==> config.mk <==
export PLATFORM = sky130hd
export DESIGN_NAME = alu_srcb_sequencer
export DESIGN_NICKNAME = d
export VERILOG_FILES = /design/src/rtl/alu_srcb_sequencer.sv
export SDC_FILE = /design/constraint.sdc
export NUM_CORES = 1
export LEC_CHECK = 0
export ABC_AREA = 0
export ABC_CLOCK_PERIOD_IN_PS = 2000
export BUFFER_PORTS_ARGS = -buffer_cell sky130_fd_sc_hd__buf_4
export CAP_MARGIN = 20
export CELL_PAD_IN_SITES_DETAIL_PLACEMENT = 0
export CELL_PAD_IN_SITES_GLOBAL_PLACEMENT = 1
export CORE_MARGIN = 2
export CORE_UTILIZATION = 36
export DETAILED_ROUTE_END_ITERATION = 8
export GPL_TIMING_DRIVEN = 0
export PLACE_DENSITY = 0.85
export REMOVE_ABC_BUFFERS = 1
export SLEW_MARGIN = 20
export SYNTH_ARGS = -nofsm -noshare
export SYNTH_HDL_FRONTEND = slang
export SYNTH_SLANG_ARGS = --single-unit
==> constraint.sdc <==
create_clock -name CLK -period 2 [get_ports CLK]
set_clock_uncertainty 0.2 [all_clocks]
set_input_delay 0.2 -clock CLK [delete_from_list [all_inputs] [get_ports CLK]]
set_output_delay 0.2 -clock CLK [all_outputs]
set_load 0.02 [all_outputs]
==> src/rtl/alu_srcb_sequencer.sv <==
// Control sequencer for the ALU source-B select. It accepts 9-bit instructions over a
// valid/ready handshake, then runs an EXEC -> WB cycle pair for each operation. Increment and
// decrement can be repeated in hardware.
module alu_srcb_sequencer #(
  parameter int unsigned REP_W = 3
) (
  input  logic       CLK,
  input  logic       reset_n,
  input  logic       instr_valid,
  input  logic [8:0] instr_in,
  output logic       instr_ready,
  input  logic       hold,
  output logic [1:0] Sel_SrcB,
  output logic [7:0] immd_out,
  output logic       alu_en,
  output logic       reg_we,
  output logic       busy,
  output logic       done
);

  typedef enum logic [1:0] {StIdle, StExec, StWb} state_e;

  state_e           state_q;
  logic [REP_W-1:0] cnt_q;
  logic             nop_q;

  logic [2:0]       opcode;
  logic [1:0]       dec_sel;
  logic             dec_load_sel;
  logic             dec_load_imm;
  logic             dec_nop;
  logic [REP_W-1:0] dec_cnt;

  assign opcode = instr_in[8:6];

  // Decode the incoming instruction. Opcodes 110/111 fall through to NOP.
  always_comb begin
    dec_sel      = 2'b00;
    dec_load_sel = 1'b0;
    dec_load_imm = 1'b0;
    dec_nop      = 1'b0;
    dec_cnt      = '0;
    case (opcode)
      3'b000: begin
        dec_sel      = 2'b00;
        dec_load_sel = 1'b1;
      end
      3'b001: begin
        dec_sel      = 2'b01;
        dec_load_sel = 1'b1;
      end
      3'b010: begin
        dec_sel      = 2'b10;
        dec_load_sel = 1'b1;
      end
      3'b011: begin
        dec_sel      = 2'b11;
        dec_load_sel = 1'b1;
        dec_load_imm = 1'b1;
      end
      3'b100: begin
        dec_sel      = 2'b00;
        dec_load_sel = 1'b1;
        dec_cnt      = instr_in[REP_W-1:0];
      end
      3'b101: begin
        dec_sel      = 2'b01;
        dec_load_sel = 1'b1;
        dec_cnt      = instr_in[REP_W-1:0];
      end
      default: dec_nop = 1'b1;
    endcase
  end

  // Sequencer FSM with all outputs registered. hold freezes everything outside IDLE.
  always_ff @(posedge CLK or negedge reset_n) begin
    if (!reset_n) begin
      state_q     <= StIdle;
      cnt_q       <= '0;
      nop_q       <= 1'b0;
      instr_ready <= 1'b1;
      Sel_SrcB    <= 2'b00;
      immd_out    <= 8'h00;
      alu_en      <= 1'b0;
      reg_we      <= 1'b0;
      busy        <= 1'b0;
      done        <= 1'b0;
    end else begin
      case (state_q)
        StIdle: begin
          if (instr_valid && instr_ready) begin
            // NOP leaves the selects untouched; they only change on a real operation.
            if (dec_load_sel) Sel_SrcB <= dec_sel;
            if (dec_load_imm) immd_out <= {{2{instr_in[5]}}, instr_in[5:0]};
            cnt_q       <= dec_cnt;
            nop_q       <= dec_nop;
            alu_en      <= !dec_nop;
            instr_ready <= 1'b0;
            busy        <= 1'b1;
            state_q     <= StExec;
          end
        end
        StExec: begin
          if (!hold) begin
            alu_en  <= 1'b0;
            reg_we  <= !nop_q;
            done    <= (cnt_q == '0);
            state_q <= StWb;
          end
        end
        StWb: begin
          if (!hold) begin
            reg_we <= 1'b0;
            done   <= 1'b0;
            if (cnt_q == '0) begin
              instr_ready <= 1'b1;
              busy        <= 1'b0;
              state_q     <= StIdle;
            end else begin
              cnt_q   <= cnt_q - 1'b1;
              alu_en  <= !nop_q;
              state_q <= StExec;
            end
          end
        end
        default: state_q <= StIdle;
      endcase
    end
  end

endmodule

; After elaboration in Yosys (flattened, before gate mapping)
; Cells that the tools add are included.
[totals]
register_bits = 19
elab_cells = 73
[classes]
add_sub_neg = 1
n_eq_ne = 12
n_mux = 31
reduce_logical = 19
[op_table]
columns = op, n
row1 = $mux W1, 16
row2 = $mux W3, 4
row3 = $pmux W2 S3, 2
row4 = $reduce_and A3 Y1, 4
row5 = $ne A2 B2 Y1 const B, 5
row6 = $pmux W1 S2, 4
row7 = $reduce_and A4 Y1, 2
row8 = $eq A3 B2 Y1 const B, 2
row9 = $eq A3 B3 Y1 const B, 2
row10 = $logic_not A3 Y1, 2
row11 = $mux W2, 3
row12 = $pmux W3 S2, 1
row13 = $reduce_or A6 Y1, 1
row14 = $reduce_and A5 Y1, 1
row15 = $reduce_bool A2 Y1, 2
row16 = $reduce_or A2 Y1, 2
row17 = $eq A3 B1 Y1 const B, 1
row18 = $pmux W1 S3, 1
row19 = $reduce_bool A3 Y1, 1
row20 = $sub A3 B1 Y3 const B, 1
row21 = $eq A2 B1 Y1 const B, 1
row22 = $eq A2 B2 Y1 const B, 1
row23 = $logic_not A2 Y1, 1
row24 = $reduce_and A2 Y1, 1
row25 = 2 further kinds, 2

; Logic depth before layout (Yosys ltp)
; Gate-level depths: netlist of the first run.
[depth]
ltp_word = 5
depth_mapped = 6

; Worst setup path after synthesis of the first run
; Ideal clock, no wire load.
[synth_path]
path_type = register to register
startpoint = register state_q[0]
endpoint = register alu_en
setup_ps = 125
arrival_ps = 1549
required_ps = 1675
slack_ps = 126
path_stages_with_launch = 6
path_buffers = 0
synth_period_minus_slack_ps = 1874
path_cell_list = dfrtp_1 -> inv_1 -> ha_1 -> o21a_1 -> a2111oi_2 -> mux2_2
[synth_via]
elab_chain_cells = 3
elab_cells_between_ends = 10
[synth_lines]
columns = item, line_no
row1 = start: declaration, 23  ; state_e state_q;
row2 = start signal: assignment, 78  ; state_q <= StIdle;
row3 = start signal: assignment, 100  ; state_q <= StExec;
row4 = start signal: assignment, 108  ; state_q <= StWb;
row5 = $eq A2 B2 Y1 (tied with other cells), 89  ; case (state_q)
row6 = $ne A2 B2 Y1 (no line) / $reduce_bool A3 Y1 (equally long branches), n/a
row7 = $reduce_and A5 Y1 (no line), n/a
row8 = end signal: assignment, 97  ; alu_en <= !dec_nop;
row9 = end signal: assignment, 121  ; alu_en <= !nop_q;
row10 = end: declaration, 15  ; output logic alu_en,
; Several ways; a longest one is shown, not always the timed one.
; A chain may end at the register's enable or synchronous reset.

; Final worst setup path of the first run
; Ends and elaborated chain as after synthesis.

==> results of run 1 <==
==> per-layer routing <==
metal | GRT usage [%] | wire length [um] | vias to the layer above
li1 | - | - | 411
met1 | 17.9 | 1030 | 388
met2 | 24.6 | 1110 | 21
met3 | 1.54 | 101 | 2
met4 | 6.98 | 15 | 0
met5 | 0 | 0 | -
==> cell type report <==
cell class / instances / area (um2) / area share [%]
Clock buffer: 4 / 26.3 / 1.80
Inverter: 4 / 15.0 / 1.03
Multi-Input combinational cell: 66 / 586 / 40.1
Sequential cell: 19 / 478 / 32.8
Tap cell: 31 / 38.8 / 2.66
Timing Repair Buffer: 39 / 315 / 21.6
==> logic make-up (layout without fill, tap and decap cells) <==
kind of cell / Yosys count / after routing / share of synthesized area [%]
AOI/OAI and AO/OA: 23 / 23 / 18.5
buffers and inverters: 8 / 47 / 5.16
DFF: 19 / 19 / 44.7
and+or+nand+nor: 28 / 28 / 15.0
adders and majority gates: 6 / 6 / 7.04
muxes: 9 / 9 / 9.51
==> cell usage in the layout (no fill, tap or decap), drive strengths merged, types with 4 or more instances in the layout <==
| cell type | instances |
|---|---|
| dfrtp | 18 |
| buf | 30 |
| mux2 | 9 |
| clkbuf | 4 |
| a21oi | 6 |
| nand2 | 5 |
| nand2b | 4 |
| dlygate4sd3 | 9 |
| inv | 4 |
| nor2 | 7 |
| ha | 6 |
==> how the worst max path moves through the flow <==
stage,start,slack (ns),end,cells past startpoint
2_1_floorplan,state_q[0],0.02,alu_en,5
3_3_place_gp,state_q[0],-0.15,alu_en,5
3_5_place_dp,state_q[0],-0.17,alu_en,5
4_1_cts,state_q[1],0.01,alu_en,5
5_1_grt,state_q[0],-0.005,cnt_q[1],6
6_report,state_q[0],0.06,alu_en,5
==> power by group <==
part | switching (mW) | total (mW) | internal, mW
Clock | 0.115 | 0.193 | 0.0775
Combinational | 0.409 | 0.820 | 0.412
Sequential | 0.0606 | 0.536 | 0.476
==> state kept, by name, summed over array words and instances, names as in the netlist <==
signal / cells
immd_out: 6
cnt_q: 3
Sel_SrcB: 2
state_q: 2
alu_en: 1
busy: 1
done: 1
instr_ready: 1
nop_q: 1
reg_we: 1
==> timing repair <==
| item | 4_1_cts | 5_1_grt |
|---|---|---|
| setup endpoints to repair | 7 | 7 |
| pin swaps | 1 | 1 |
| setup buffers | 1 | 2 |
| hold buffers | 9 | 0 |
| hold endpoints to repair | 28 | 0 |
| gates resized for setup | 7 | 4 |
==> through the flow <==
stage | instances | setup WS [ns] | setup TNS [ns]
final | 163 | 0.0626 | 0
after global routing | 163 | -0.00510 | -0.00510
after CTS | 161 | 0.0147 | 0
after detailed placement | 147 | -0.169 | -0.756
after global placement | 147 | -0.153 | -0.304
after floorplan | 89 | 0.0213 | 0
==> worst min-delay path, stage by stage <==
cell	delay, ns
sky130_fd_sc_hd__buf_4	0.13
sky130_fd_sc_hd__nor2_1	0.05
sky130_fd_sc_hd__o2bb2ai_1	0.11
==> results by stage, run 1 <==
Critical path:
- The reg-to-reg critical path endpoint is alu_en.
- Traced cell by cell, the critical path runs through inv_1 -> ha_4 -> o21a_1 -> a2111oi_4 -> mux2_4.
- In this design, the stage delay of the slowest critical-path cell is roughly 0.42 ns.
- The number of buffer and inverter instances along the worst setup path is 1.
- The dominant delay contributor by cell family on the critical path is compound AO/OA/AOI/OAI gates.
- The worst setup path is captured at a flip-flop.
- The origin of the critical flop-to-flop path is state_q[0].
- The worst setup path is launched from a flip-flop.
- The number of cells on the worst reg-to-reg path is 5.
- At the worst endpoint, the arrival time is a little under 2 ns.
- The path type of the worst setup path is reg2reg.
- The highest-delay cell along the critical path is sky130_fd_sc_hd__dfrtp_1.
- In this run the worst path has a maximum fanout of 4.
- For flop-to-flop paths, the worst setup slack is approximately 0.063 ns.
- The required time of the worst setup path is about 2 ns.

Logic synthesis:
- The cell accounting for the most synthesized area is sky130_fd_sc_hd__dfrtp_1.
- The top-area cell type share of the netlist area is 42.3%.
- During synthesis, Yosys emitted a total of 0 warnings.
- By area the synthesized netlist is led by sky130_fd_sc_hd__dfrtp_1 42%, sky130_fd_sc_hd__mux2_2 9.5%, sky130_fd_sc_hd__ha_1 7.0%.
- The count of state elements after synthesis is 19.
- The average cell area after synthesis is between 10 and 15 um2.
- The most used flip-flop cell after synthesis is sky130_fd_sc_hd__dfrtp_1.
- Sorting the synthesized cells by how often they occur yields 18 x sky130_fd_sc_hd__dfrtp_1, 9 x sky130_fd_sc_hd__mux2_2, 6 x sky130_fd_sc_hd__a21oi_1, 6 x sky130_fd_sc_hd__ha_1, 6 x sky130_fd_sc_hd__nor2_1.
- The number of synthesized flops with an enable pin is 0.
- The share of synthesized flip-flops with an asynchronous set or reset is between 90% and 100%.
- The synthesized netlist contains 37 unique library cells.
- For this run, the register share of the synthesized area comes to about 45%.
- The cell area after technology mapping is between 1000 and 1500 um2.
- By instance count, the leading cell after synthesis is sky130_fd_sc_hd__dfrtp_1.
- The synthesized instance count is a little over 90.

Global routing:
- Entering global routing, the biggest net connects 20 pins.
- In the global route stage, overall resource usage came out at ~14%.
- The number of global-route vias before repair came to 855.
- The global-route congestion overflow total is 0.
- The number of antenna violations at the first check in global routing is 0.
- The first global-routing pass estimated 3760 um of wire.

Drt:
- The per-cell routed wire length is 13.8 um.
- For this run, design rule violations remaining after detail routing come to 0.
- The violation count after the first detailed-route iteration is 14.
- The routed design has between 2000 and 2500 um of wire.
- The number of nets still failing antenna checks after routing is 0.
- The via-per-instance ratio is 5.04.
- The pre-antenna-repair detailed-routing pass consisted of 4 iterations.
- Across all layers, the routed design uses 822 vias.

Finish:
- Compared with the post-synthesis result, the final layout area differs by 36.9%.
- The number of inserted diodes is 0.
- The ratio of cells with drive above 1 in the final layout is a little over two fifths.
- The area of all placed cells without fillers is approximately 1500 um2.
- The count of fill cells added during filler insertion is 248.
- Cells fill a little over half of the core in the end.
- The net count of the finished layout is 152.

Run status:
- The flow ran to the end, and the final reports show no timing, DRC or antenna violations.

Clock tree:
- CTS built an H-tree with a depth of 1.
- In this run, CTS created clock tree buffers numbering 3.
- The longest clock path from root to sink contains 2 buffers.
- The clock insertion delay at the later pin of the skew report is around 0.29 ns.
- The TritonCTS clock tree is yes.
- After clock tree synthesis, the clock-pin slew on the worst setup and hold paths is 0.11 ns.
- The clock sink count is 19.
- The clock root buffer is sky130_fd_sc_hd__clkbuf_4.

Floorplan:
- The starting density of the core is a little under two fifths.
- The number of standard-cell rows in the floorplan is 19.
- The die covers 3410 um2.
- The overall die width is just under 60 um.
- Pin placement for this block handled 28 I/O pins.
- The total core area is 2780 um2.
- The die is 58.4 um tall.

Min path:
- Along the worst hold path, the cell count comes to 3.
- The startpoint identified for the worst hold timing path is hold.
- The worst hold path terminates at state_q[1].
- The classification of the worst-slack hold path is in2reg.

Placement:
- Buffers placed on the I/O ports in this run total 27.
- The half-perimeter wire length after placement is roughly 1600 um.
- Summing all placed instances gives a cell area of around 1300 um2.
- The congestion estimate from routability-driven global placement came to a little under 0.8.

Timing:
- The clock period could shrink to between 1.5 and 2 ns.
- The number of endpoints with negative hold slack in the final report is 0.
- The worst slew margin relative to its limit is ~78%.
- The number of slew-limit violations in the final report is 0.
- The peak clock frequency supported by timing is just over 0.5 GHz.
- Setup violations remaining at the end of the flow were counted as 0.
- Of the available clock period, the critical path in the final layout requires 96.9%.
- Final hold analysis gives a worst-case slack of about 0.024 ns.
- The transition time at the pin with the least slew margin is approximately 0.33 ns.

Power and ir drop:
- For this design the static power due to leakage is between 0.6 and 0.7 nW.
- The post-layout total power is around 1.5 mW.
- Dividing total power by cell area gives a power density of between 1000 and 1500 nW/um2.
- The worst IR drop on VDD is about 850 uV.

Run:
- Max-cap violations in this run came to 0.
Power figures use the tool's default switching activity.
==> run 2: changes to the inputs <==
--- a/config.mk
+++ b/config.mk
@@ -11,11 +11,13 @@
 export CAP_MARGIN = 20
 export CELL_PAD_IN_SITES_DETAIL_PLACEMENT = 0
 export CELL_PAD_IN_SITES_GLOBAL_PLACEMENT = 1
+export CORE_ASPECT_RATIO = 0.7
 export CORE_MARGIN = 2
 export CORE_UTILIZATION = 36
 export DETAILED_ROUTE_END_ITERATION = 8
 export GPL_TIMING_DRIVEN = 0
 export PLACE_DENSITY = 0.85
+export RECOVER_POWER = 25
 export REMOVE_ABC_BUFFERS = 1
 export SLEW_MARGIN = 20
 export SYNTH_ARGS = -nofsm -noshare
==> run 2 against run 1 <==
Global-route usage increased by 0.72 points; critical path depth unchanged; sequential cell count unchanged; register-to-register slack improved by 0.03 ns; clock power increased by 43%; utilization increased by 0.18 points; die area increased by 0.21%; non-clock buffer count decreased by 2; routed wire length increased by 10%; combinational power increased by 2%.
==> results by stage, run 2 (synthesis results as in run 1) <==
Drt:
- Dividing the detail-routed via count by the number of cells gives between 5 and 6.
- Dividing the detail-routed wire length by the instance count gives about 15 um.
- The post-detailed-route DRC marker count is 0.
- The count of vias placed by the detailed router is ~850.
- The detail route stage leaves a number of antenna-violating nets equal to 0.
- The iteration count of the initial detailed-routing pass is 4.
- The total wire length is ~2500 um.
- The first routing iteration left 30 violations.

Critical path:
- STA classifies the critical path startpoint as a flip-flop.
- The signal on the critical path passes through inv_2 -> ha_4 -> a21boi_4 -> a2111oi_4 -> mux2_2.
- The category of the worst setup path capture point is a flip-flop.
- Counting both buffers and inverters, the worst setup path holds a total of 1.
- The dominant delay contributor by cell family on the critical path is compound AO/OA/AOI/OAI gates.
- Along the worst path, the maximum fanout reaches 10.
- STA puts the critical path data required time at about 2 ns.
- The worst setup path is of the reg2reg kind.
- Data on the critical path arrives at its endpoint at 1.85 ns.
- In this design, the stage delay of the slowest critical-path cell is around 0.43 ns.
- The highest-delay cell along the critical path is sky130_fd_sc_hd__dfrtp_1.

Power and ir drop:
- The worst IR drop on VDD is between 600 and 700 uV.
- Combinational cells account for 50.7% of the total power.
- Summed over all nets, the switching power comes to about 0.63 mW.
- The power density relative to cell area is 1120 nW/um2.
- Net switching is a little under two fifths of the power.
- The internal power of the cells totals a little over 1 mW.
- Overall power consumption after layout is estimated at 1.65 mW.
- The static power due to leakage is around 0.67 nW.
- The power share of the sequential group is about a third.
- The share of total power dissipated in the clock network is between 10% and 20%.

Finish:
- The register ranked first by flip-flop count is immd_out.
- The ratio of cells with drive above 1 in the final layout is 44.6%.
- The net count of the finished layout is 150.
- The library cell used most frequently in the layout, excluding fill and tap cells, is sky130_fd_sc_hd__buf_4.
- The register with the most flip-flops in the layout has 6 of them.
- In the layout the commonest cells are 27 x sky130_fd_sc_hd__buf_4, 18 x sky130_fd_sc_hd__dfrtp_1, 9 x sky130_fd_sc_hd__mux2_2, 9 x sky130_fd_sc_hd__dlygate4sd3_1.
- The largest registers in the layout are immd_out x6, cnt_q x3.
- The number of inserted diodes is 0.
- From synthesis to final layout, the design area changed by 38.4%.
- The count of fill cells added during filler insertion is about 250.

Clock tree:
- The TritonCTS clock tree is yes.
- The clock-pin slew reported for the worst setup and hold paths after clock tree synthesis is about 0.080 ns.
- In this run the number of H-tree levels came out at 1.
- The clock passes through at most 2 buffers.
- The clock sink count is 19.
- The clock insertion delay at the later pin of the skew report is ~0.26 ns.
- The tree is rooted in a sky130_fd_sc_hd__clkbuf_8.
- In this run, CTS created clock tree buffers numbering 3.

Timing:
- The worst path needs about 1.9 ns of the cycle, external delays included.
- Setup violations remaining at the end of the flow were counted as 0.
- Setup repair after global routing left no endpoint under its margin.
- The post-layout worst setup margin is 0.0975 ns.
- Dividing the final minimum period by the clock period gives a little over nine tenths.
- Based on the critical path, the design can be clocked at up to between 0.5 and 0.6 GHz.
- The number of slew-limit violations in the final report is 0.
- For the pin with the worst max-slew slack, the measured transition is ~1.1 ns.
- The number of endpoints with negative hold slack in the final report is 0.
- Measured against its own limit, the worst slew margin works out to around 30%.

Global routing:
- The number of antenna violations at the first check in global routing was 0.
- The number of global-route vias before repair is a little over 800.
- The first global-routing pass estimated between 3000 and 4000 um of wire.
- Summed over all layers, the global routing overflow is 0.
- Across every metal layer, demand over resource in global routing totals between 10% and 20%.
- The pin count of the biggest net entering global routing is 20.

Floorplan:
- The height of the die is around 50 um.
- The total core area is between 2000 and 3000 um2.
- During I/O placement, the number of pins put on the boundary was 28.
- The die covers around 3400 um2.
- The initial utilization of the core area, before any placement, comes to a little under two fifths.
- From left edge to right edge, the die measures 69.0 um.
- After floorplanning, the core was divided into 16 placement rows.

Placement:
- Detailed placement ended at an HPWL of around 1700 um.
- At the end of routability-driven placement, the weighted congestion stood at 0.789.
- The worst slack at placement is -0.211 ns.
- Port buffering added 27 buffers.

Run status:
- The flow ran to the end, and the final reports show no timing, DRC or antenna violations.

Run:
- The tool flagged a number of max-cap violations equal to 0.

Min path:
- In this run the worst hold path is classified as in2reg.
[run 2: changes by cell type in the layout (fill, tap and decap cells not counted), sizes merged]
cell | previous run | this run
clkinvlp | 0 | 1
buf | 30 | 27
[run 2: final cells by class]
type	instances	area (um2)	share of cell area (%)
Multi-Input combinational cell	66	593	40.2
Sequential cell	19	477	32.3
Timing Repair Buffer	37	297	20.1
Tap cell	36	45.0	3.05
Clock buffer	3	41.3	2.80
Inverter	4	15.0	1.02
Clock inverter	1	7.51	0.509
[run 2: timing repair]
action	4_1_cts	5_1_grt
endpoints found under the setup margin	7	8
resized for setup	6	7
hold buffers	9	0
hold endpoints to repair	27	0
buffers inserted	0	1
pin swaps	0	2
[run 2: final timing paths]
check                           startpoint    endpoint  slack (ns)  cells after the start
worst max-delay path            state_q[1]      alu_en         0.1                      5
worst min-delay path                  hold  state_q[1]        0.06                      3
worst max register to register  state_q[1]      alu_en         0.1                      5
worst min register to register       nop_q      reg_we        0.27                      1
max in group asynchronous          reset_n  state_q[0]        0.53                      2
min in group asynchronous          reset_n        busy        0.44                      2
[run 2: stage by stage]
stage               setup TNS, ns  cells  hold slack (ns)  instance area (um2)  util [%]
detailed placement         -0.744    152           -0.108                 1270      45.4
finish                          0    166           0.0620                 1480      52.6
global route                    0    166           0.0534                 1480      52.6
floorplan                       0     89           -0.296                 1030         -
CTS                       -0.0280    165           0.0558                 1450      51.6
global placement           -0.512    152           -0.110                 1270      45.4
[run 2: worst register-to-register path: cells and delay by family (launching register included)]
family                     cells  cell delay [ns]
AOI/OAI and AO/OA              2             0.50
adders and majority gates      1             0.20
DFF                            1             0.43
muxes                          1             0.38
buffers and inverters          1             0.09
[run 2: power by group through the flow]
stage               Clock, mW  Combinational [mW]  Sequential (mW)
finish                  0.276               0.836            0.538
floorplan                   0               0.449            0.577
CTS                     0.285               0.771            0.530
detailed placement          0               0.697            0.536
global route            0.303               0.917            0.547
global placement            0               0.670            0.531
[run 2: metal layers]
layer  global-route usage, %  part of all wire, %  vias to the layer above
li1                        -                    -                      416
met1                    19.0                   46                      412
met2                    26.0                   49                       23
met3                    5.11                  4.6                        2
met4                    1.96                 0.16                        0
met5                       0                    0                        -
